File: config.mk
export PLATFORM = sky130hd
export DESIGN_NAME = rx_word_buf
export DESIGN_NICKNAME = d
export VERILOG_FILES = /design/src/rtl/rx_word_buf.sv
export SDC_FILE = /design/constraint.sdc
export NUM_CORES = 1
export LEC_CHECK = 0
export ABC_AREA = 1
export CAP_MARGIN = 10
export CORE_UTILIZATION = 25
export CTS_CLUSTER_DIAMETER = 30
export DETAILED_ROUTE_END_ITERATION = 8
export SYNTH_ARGS = -nofsm -noshare
export SYNTH_HDL_FRONTEND = slang
export SYNTH_SLANG_ARGS = --single-unit
File: constraint.sdc
create_clock -name clk -period 1.9 [get_ports clk]
set_input_delay 0.19 -clock clk [delete_from_list [all_inputs] [get_ports clk]]
set_output_delay 0.19 -clock clk [all_outputs]
set_load 0.05 [all_outputs]
File: src/rtl/rx_word_buf.sv
// Receive-side first-word-fall-through word buffer between the serial receiver and a ready/valid consumer.
// Optional dropped-word statistics counter (o_drop_cnt) is built when RX_WORD_BUF_STAT_EN is defined.
module rx_word_buf #(
   parameter int DW    = 16,
   parameter int DEPTH = 16
) (
   input  logic                     clk,
   input  logic                     rst_n,
   input  logic [DW-1:0]            i_rx_data,
   input  logic                     i_rx_vld,
   output logic [DW-1:0]            o_st_data,
   output logic                     o_st_vld,
   input  logic                     i_st_rdy,
   output logic [$clog2(DEPTH):0]   o_level,
   output logic                     o_full,
   output logic                     o_ovf,
   input  logic                     i_ovf_clr
`ifdef RX_WORD_BUF_STAT_EN
   ,
   output logic [15:0]              o_drop_cnt
`endif
);

   localparam int            AW       = $clog2(DEPTH);
   localparam logic [AW-1:0] PTR_ONE  = AW'(1);
   localparam logic [AW:0]   LVL_ONE  = (AW+1)'(1);
   localparam logic [AW:0]   LVL_FULL = (AW+1)'(DEPTH);

   logic [DW-1:0] mem_q [DEPTH];
   logic [AW-1:0] wr_ptr_q, wr_ptr_d;
   logic [AW-1:0] rd_ptr_q, rd_ptr_d;
   logic [AW:0]   level_q, level_d;
   logic          ovf_q, ovf_d;
   logic          push, pop, drop;

   // Handshake: the receiver side has no backpressure (i_rx_vld is a strobe);
   // the consumer side transfers a word on any cycle where o_st_vld && i_st_rdy.
   assign o_st_vld  = (level_q != '0);
   assign o_full    = (level_q == LVL_FULL);
   assign o_level   = level_q;
   assign o_ovf     = ovf_q;
   assign o_st_data = o_st_vld ? mem_q[rd_ptr_q] : '0;

   assign pop  = o_st_vld & i_st_rdy;
   assign push = i_rx_vld & (~o_full | pop);
   assign drop = i_rx_vld & o_full & ~pop;

   always_comb begin
      wr_ptr_d = wr_ptr_q;
      rd_ptr_d = rd_ptr_q;
      level_d  = level_q;
      ovf_d    = ovf_q;
      if (push) wr_ptr_d = wr_ptr_q + PTR_ONE;
      if (pop)  rd_ptr_d = rd_ptr_q + PTR_ONE;
      case ({push, pop})
         2'b10:   level_d = level_q + LVL_ONE;
         2'b01:   level_d = level_q - LVL_ONE;
         default: level_d = level_q;
      endcase
      // A drop in the same cycle as a clear leaves the flag set.
      if (drop)           ovf_d = 1'b1;
      else if (i_ovf_clr) ovf_d = 1'b0;
   end

   always_ff @(posedge clk or negedge rst_n) begin
      if (!rst_n) begin
         wr_ptr_q <= '0;
         rd_ptr_q <= '0;
         level_q  <= '0;
         ovf_q    <= 1'b0;
      end else begin
         wr_ptr_q <= wr_ptr_d;
         rd_ptr_q <= rd_ptr_d;
         level_q  <= level_d;
         ovf_q    <= ovf_d;
      end
   end

   // Storage is left uncleared on reset; emptiness comes from level_q alone.
   always_ff @(posedge clk) begin
      if (push) mem_q[wr_ptr_q] <= i_rx_data;
   end

`ifdef RX_WORD_BUF_STAT_EN
   logic [15:0] drop_cnt_q, drop_cnt_d;

   always_comb begin
      drop_cnt_d = drop_cnt_q;
      if (i_ovf_clr)                      drop_cnt_d = {15'd0, drop};
      else if (drop && drop_cnt_q != '1)  drop_cnt_d = drop_cnt_q + 16'd1;
   end

   always_ff @(posedge clk or negedge rst_n) begin
      if (!rst_n) drop_cnt_q <= '0;
      else        drop_cnt_q <= drop_cnt_d;
   end

   assign o_drop_cnt = drop_cnt_q;
`endif

endmodule

==> results of run 1 <==
-- final cells by class --
type / count / share of cell area, %
repair buffers: 154 / 14.5
flip-flops and latches: 270 / 50.9
clock buffers: 42 / 6.51
multi-input cells: 477 / 19.9
well taps: 585 / 4.63
inverters: 24 / 0.720
repair inverters: 1 / 0.0712
clock inverters: 34 / 2.78
-- stage by stage --
step / total power, mW / setup WS, ns / hold WS [ns] / utilization (%) / setup TNS (ns)
finish: 29.6 / -0.635 / 0.231 / 36.6 / -9.21
global route: 30.8 / -0.677 / 0.217 / 36.6 / -10.37
CTS: 27.9 / -0.599 / 0.216 / 34.8 / -9.04
detailed placement: 19.0 / -0.101 / 0.526 / 30.7 / -0.499
global placement: 18.9 / -0.117 / 0.522 / 30.7 / -0.411
floorplan: 14.3 / -0.0792 / -0.106 / - / -12.18
-- cells in the final DEF (no fill, tap or decap), types with 3 or more instances in the layout --
cell type / instances
a21oi_2: 5
a21oi_4: 11
buf_12: 57
buf_16: 6
buf_4: 41
buf_6: 9
buf_8: 4
bufinv_16: 7
clkbuf_16: 51
clkdlybuf4s50_1: 20
clkinv_1: 4
clkinv_4: 7
clkinv_8: 3
clkinvlp_4: 6
dfrtp_1: 7
dfrtp_2: 6
dlygate4sd2_1: 5
edfxtp_1: 256
ha_1: 5
inv_1: 17
inv_6: 8
inv_8: 3
nand2_1: 22
nand2_2: 4
nand2_4: 4
nand2_8: 4
nand3_1: 25
nand3_2: 7
nand4_1: 5
nor2_1: 134
nor2_2: 13
nor2_4: 19
o21ai_0: 85
o21ai_1: 35
o21ai_2: 20
o221ai_1: 33
o221ai_2: 15
o22ai_1: 12
o22ai_2: 5
xor2_1: 8
-- registers in the layout, summed over array words and instances, names as in the netlist --
name      count
mem_q       256
o_level       5
rd_ptr_q      4
wr_ptr_q      4
o_ovf         1
-- critical path: cells and delay by family (launching register included) --
family / cells / cell delay, ns
AO/OA/AOI/OAI: 3 / 0.57
buffers and inverters: 4 / 0.59
flip-flops: 1 / 0.49
AND/OR/NAND/NOR: 1 / 0.14
-- layer usage --
metal  share of wire, %  GRT usage, %
met1                 43          19.8
met2                 46          21.3
met3                9.3          3.32
met4                2.3          4.27
met5              0.040             0
-- power groups by stage --
stage	clock network, mW	registers, mW	logic (mW)
after floorplan	0	7.74	6.57
after global placement	0	7.60	11.3
after detailed placement	0	7.61	11.4
after CTS	8.05	7.53	12.3
after global routing	8.31	7.61	14.9
final	7.96	7.55	14.1
-- what timing repair did --
| action | CTS | global route |
|---|---|---|
| hold endpoints to repair | 14 | 0 |
| buffers inserted | 4 | 23 |
| hold buffers | 1 | 0 |
| gates cloned | 7 | 12 |
| setup endpoints to repair | 22 | 18 |
| pin swaps | 22 | 64 |
| gates resized for setup | 43 | 118 |
-- worst max path at each step --
| stage | startpoint | to | slack, ns | cells past startpoint |
|---|---|---|---|---|
| 2_1_floorplan | o_level[3] | o_level[4] | -0.08 | 15 |
| 3_3_place_gp | rd_ptr_q[0] | o_st_data[10] | -0.12 | 8 |
| 3_5_place_dp | rd_ptr_q[0] | o_st_data[10] | -0.10 | 8 |
| 4_1_cts | rd_ptr_q[0] | o_st_data[4] | -0.60 | 10 |
| 5_1_grt | rd_ptr_q[0] | o_st_data[9] | -0.68 | 10 |
| 6_report | rd_ptr_q[0] | o_st_data[6] | -0.64 | 8 |
-- kinds of logic after synthesis --
kind of cell / share of synthesized area [%]
AND/OR/NAND/NOR: 9.22
XOR/XNOR: 0.640
buffers and inverters: 3.91
flip-flops: 73.4
adder cells (fa/ha/maj): 0.800
AO/OA/AOI/OAI: 12.0
==> flow_metrics.py, run 1 <==
metrics = {
    "cells_and_area": {
        "drive_gt1_share_pct": 32.5,
        "layout.cells.non_filler": 1587,
        "antenna_cells": 0,
        "fin_nets": 997,
        "fin_area_um2": 15800,
        "multi_input_comb_area_um2": 3150,
        "fillCellCount": 4051,
        "syn_to_final_growth_pct": 44.4,
        "ff_latch_area_um2": 8050,
    },
    "timing": {
        "rsz0062_at_grt": "yes",
        "setup_ws_ns": -0.635,
        "slew_headroom_pct": 57.2,
        "final_max_slew_viol_count": 0,
        "fin_crit_ns": 2.54,
        "setup_viol": 17,
        "worst_clock_skew_ns": 0.0249,
        "tightest_slew_ns": 0.640,
        "hold_viol_final": 0,
        "min_period_over_period_pct": 133,
        "max_freq_ghz": 0.394,
    },
    "setup_path": {
        "path_max_fanout": 6,
        "critPathKind": "flop to primary output",
        "arrival_ns": 2.35,
        "crit_path_top_delay_cell": "dfrtp_4",
        "r2r-start": "rd_ptr_q[0]",
        "rrSetupSlack_ns": -0.04,
        "endpoint_kind": "primary output",
        "crit_chain": "buf_8 -> buf_6 -> buf_16 -> o21ai_0 -> o221ai_2 -> nand3_2 -> a21oi_4 -> buf_12",
        "cp-start-kind": "flop",
        "r2r_cells": 9,
        "max_stage_delay_ns": 0.49,
        "crit_required_ns": 1.71,
        "r2r_end": "rd_ptr_q[1]",
    },
    "synthesis": {
        "ys_warn_count": 0,
        "ys.flop_type": "edfxtp_1",
        "yosys.area.top_type": "edfxtp_1",
        "ys_seq_area_share_pct": 73.4,
        "yosys_register_bits": 270,
        "yosysMostFrequentCell": "edfxtp_1",
        "synth_top_area_share_pct": 70.2,
        "synthArstFlopShare_pct": 5.19,
        "synthesis.area_um2": 11000,
        "yosys-top-cells-count": "edfxtp_1, nor2_1, o21ai_0",
        "syn_inst": 824,
        "avgSynthCellArea_um2": 13.3,
        "synth_fp_nets": 852,
        "ys_types": 27,
        "synth.area.top_cells": "edfxtp_1, o21ai_0, nor2_1",
        "synth_edf_count": 256,
    },
    "global_route": {
        "grt_pass1_vias": 7380,
        "overflow": 0,
        "grt_usage_pct": 14.0,
        "grt_max_degree": 28,
        "grt_pass1_wl_um": 46500,
        "antenna_found_initial": 1,
    },
    "clock_tree": {
        "htree_levels": 2,
        "cts_buffer_depth": 3,
        "cts_buffers": 41,
        "clockRootBuffer": "clkbuf_16",
        "clkLatencyLatePin_ns": 0.55,
        "cts.clk_slew.worst_paths_ns": 0.05,
        "cts.sinks": 270,
        "cts_tree": "yes",
    },
    "placement": {
        "place_area_um2": 13200,
        "place_congestion": 0.797,
        "dp_hpwl_um": 17700,
        "io_buffer_count": 44,
        "place_inst": 1467,
    },
    "route": {
        "routed_wl_um": 32300,
        "post-route-drc-count": 0,
        "avgRoutedWirePerCell_um": 20.4,
        "first_pass_iters": 5,
        "initialDrtViolationCount": 693,
        "antenna_left": 0,
        "via_per_inst": 4.84,
        "num_vias": 7687,
    },
    "power": {
        "p_switching_mw": 11.4,
        "p_leak_nw": 5.33,
        "power_frac_seq_pct": 25.5,
        "intPower_mw": 18.3,
        "switching_share_pct": 38.3,
        "vdd_drop_max_uv": 1230,
        "combinationalPowerShare_pct": 47.6,
        "power.density_nw_per_um2": 1870,
        "p_clk_share_pct": 26.9,
    },
    "hold_path": {
        "holdPathEnd": "o_ovf",
        "min_from": "i_ovf_clr",
        "hold_path_class": "input port to flop",
        "holdPathStages": 2,
    },
    "floorplan": {
        "die_area_um2": 44600,
        "die_h_um": 211,
        "start_util_pct": 25.4,
        "die_x_um": 211,
        "core-area_um2": 43200,
        "io_pins": 45,
        "row_count": 76,
    },
    "status": {
        "failed_checks": "negative setup slack",
        "status": "complete, but fails checks",
    },
    "run": {
        "cap_viol_max_count": 0,
    },
}
(Power assumes the default switching activity.)
==> run 2: changes to the inputs <==
clock period = 2.3 ns   (was 1.9 ns; I/O delays follow)
==> run 2 against run 1 <==
The run still ends with negative setup slack left. Sequential power fell by 18%. Register-to-register slack improved by 0.36 ns. Flip-flop and latch count did not move. Utilization fell by 1.7 points. Clock skew fell by 0.014 ns. Sequential share of layout area rose by 2.5 points. Highest routed layer is now met4.
==> flow_metrics.py, run 2 (synthesized netlist as in run 1, its figures left out) <==
metrics = {
    "status": {
        "status": "complete, but fails checks",
        "failed_checks": "negative setup slack",
    },
    "floorplan": {
        "die_x_um": 211,
        "core-area_um2": 43200,
        "start_util_pct": 25.4,
        "row_count": 76,
        "die_h_um": 211,
        "die_area_um2": 44600,
        "io_pins": 45,
    },
    "setup_path": {
        "r2r_end": "mem_q[10][13]",
        "r2r-start": "o_level[1]",
        "cp-start-kind": "flop",
        "crit_required_ns": 2.07,
        "rrSetupSlack_ns": 0.32,
        "endpoint_kind": "primary output",
        "critPathKind": "flop to primary output",
        "arrival_ns": 2.39,
        "path_max_fanout": 7,
        "r2r_cells": 9,
    },
    "placement": {
        "place_congestion": 0.831,
        "pre_cts_slack_ns": 0.0898,
        "io_buffer_count": 44,
        "dp_hpwl_um": 17900,
        "place_inst": 1465,
    },
    "clock_tree": {
        "cts_buffer_depth": 3,
        "cts_tree": "yes",
        "clockRootBuffer": "clkbuf_16",
        "cts.sinks": 270,
        "clkLatencyLatePin_ns": 0.55,
        "cts_hold_buf": 0,
        "htree_levels": 2,
        "cts_buffers": 52,
        "cts.clk_slew.worst_paths_ns": 0.05,
    },
    "cells_and_area": {
        "layout_common_cells": "edfxtp_1, nor2_1, o21ai_0, clkbuf_16, buf_4",
        "fin_nets": 977,
        "layout_commonest_cell": "edfxtp_1",
        "ff_latch_area_um2": 8040,
        "largest_reg_flops": 256,
        "multi_input_comb_area_um2": 2810,
        "syn_to_final_growth_pct": 37.5,
        "fillCellCount": 4166,
        "layout.cells.non_filler": 1578,
        "top_register": "mem_q",
        "drive_gt1_share_pct": 26.4,
    },
    "route": {
        "antenna_left": 0,
        "num_vias": 7423,
        "avgRoutedWirePerCell_um": 19.0,
        "routed_wl_um": 30000,
        "via_per_inst": 4.70,
        "first_pass_iters": 5,
        "post-route-drc-count": 0,
        "initialDrtViolationCount": 682,
    },
    "timing": {
        "max_freq_ghz": 0.382,
        "hold_viol_final": 0,
        "setup_ws_ns": -0.321,
        "slew_headroom_pct": 45.8,
        "final_max_slew_viol_count": 0,
        "worst_clock_skew_ns": 0.0108,
        "min_period_over_period_pct": 114,
        "rsz0062_at_grt": "yes",
        "setup_viol": 16,
        "fin_crit_ns": 2.62,
        "tightest_slew_ns": 0.811,
    },
    "global_route": {
        "grt_pass1_wl_um": 44300,
        "grt_pass1_vias": 7529,
        "grt_usage_pct": 13.3,
        "overflow": 0,
        "grt_max_degree": 44,
        "antenna_found_initial": 0,
    },
    "power": {
        "vdd_drop_max_uv": 738,
        "power.density_nw_per_um2": 1550,
        "p_leak_nw": 5.08,
    },
    "run": {
        "cap_viol_max_count": 0,
    },
    "hold_path": {
        "hold_path_class": "input port to async pin",
    },
}
run 2: cell count changes in the layout (fill, tap and decap cells not counted), moves of 8 or more:
cell     change
buf_12      -27
o21ai_0     +15
o21ai_2     -15
a21oi_4     -11
a21oi_2      +9
nor2_1       +9
nor2_2       -8
run 2: how the worst max path moves through the flow:
stage / cells after the start / endpoint / slack (ns) / startpoint
2_1_floorplan: 5 / o_st_data[10] / -0.11 / o_level[0]
3_3_place_gp: 8 / o_st_data[1] / 0.11 / rd_ptr_q[0]
3_5_place_dp: 8 / o_st_data[1] / 0.09 / rd_ptr_q[0]
4_1_cts: 7 / o_st_data[2] / -0.35 / rd_ptr_q[0]
5_1_grt: 9 / o_st_data[1] / -0.42 / rd_ptr_q[0]
6_report: 8 / o_st_data[12] / -0.32 / rd_ptr_q[0]
run 2: where the power goes:
| part | switching [mW] | leakage (nW) | internal (mW) | total [mW] |
|---|---|---|---|---|
| logic | 5.95 | 1.74 | 3.64 | 9.59 |
| registers | 0.236 | 2.48 | 5.98 | 6.21 |
| clock network | 2.65 | 0.863 | 4.82 | 7.47 |
run 2: repair_timing:
item	in CTS	in global routing
setup endpoints to repair	17	16
gates cloned	5	3
pin swaps	9	24
gates resized for setup	47	53
setup buffers	2	8
run 2: per-stage QoR:
step	utilization [%]	power [mW]	cell area, um2	TNS [ns]	hold slack [ns]
4_1_cts	34.3	22.8	14800	-4.87	0.114
5_1_grt	34.9	24.3	15100	-5.60	0.141
3_5_place_dp	29.4	14.4	12700	0	0.487
2_1_floorplan	-	11.3	11100	-1.08	-0.0656
3_3_place_gp	29.4	14.4	12700	0	0.488
6_report	34.9	23.3	15100	-4.19	0.113
run 2: area by class of cell:
type,instances,area share (%)
sequential,270,53.4
multi-input combinational,477,18.7
timing repair buffer,124,10.5
clock buffer,54,8.76
tap,585,4.86
clock inverter,43,3.07
inverter,24,0.723
antenna,1,0.0166
run 2: worst max-delay path, cell delays in order (launching register included):
cell	delay, ns
dfrtp_4	0.50
buf_6	0.14
clkbuf_16	0.15
buf_8	0.13
o21ai_1	0.10
o221ai_2	0.26
nand3_1	0.13
a21oi_2	0.25
buf_12	0.17
run 2: metal layers:
| metal | part of all wire (%) | track usage [%] |
|---|---|---|
| met1 | 41 | 16.6 |
| met2 | 50 | 22.6 |
| met3 | 6.9 | 2.49 |
| met4 | 2.2 | 5.00 |
| met5 | 0 | 0 |
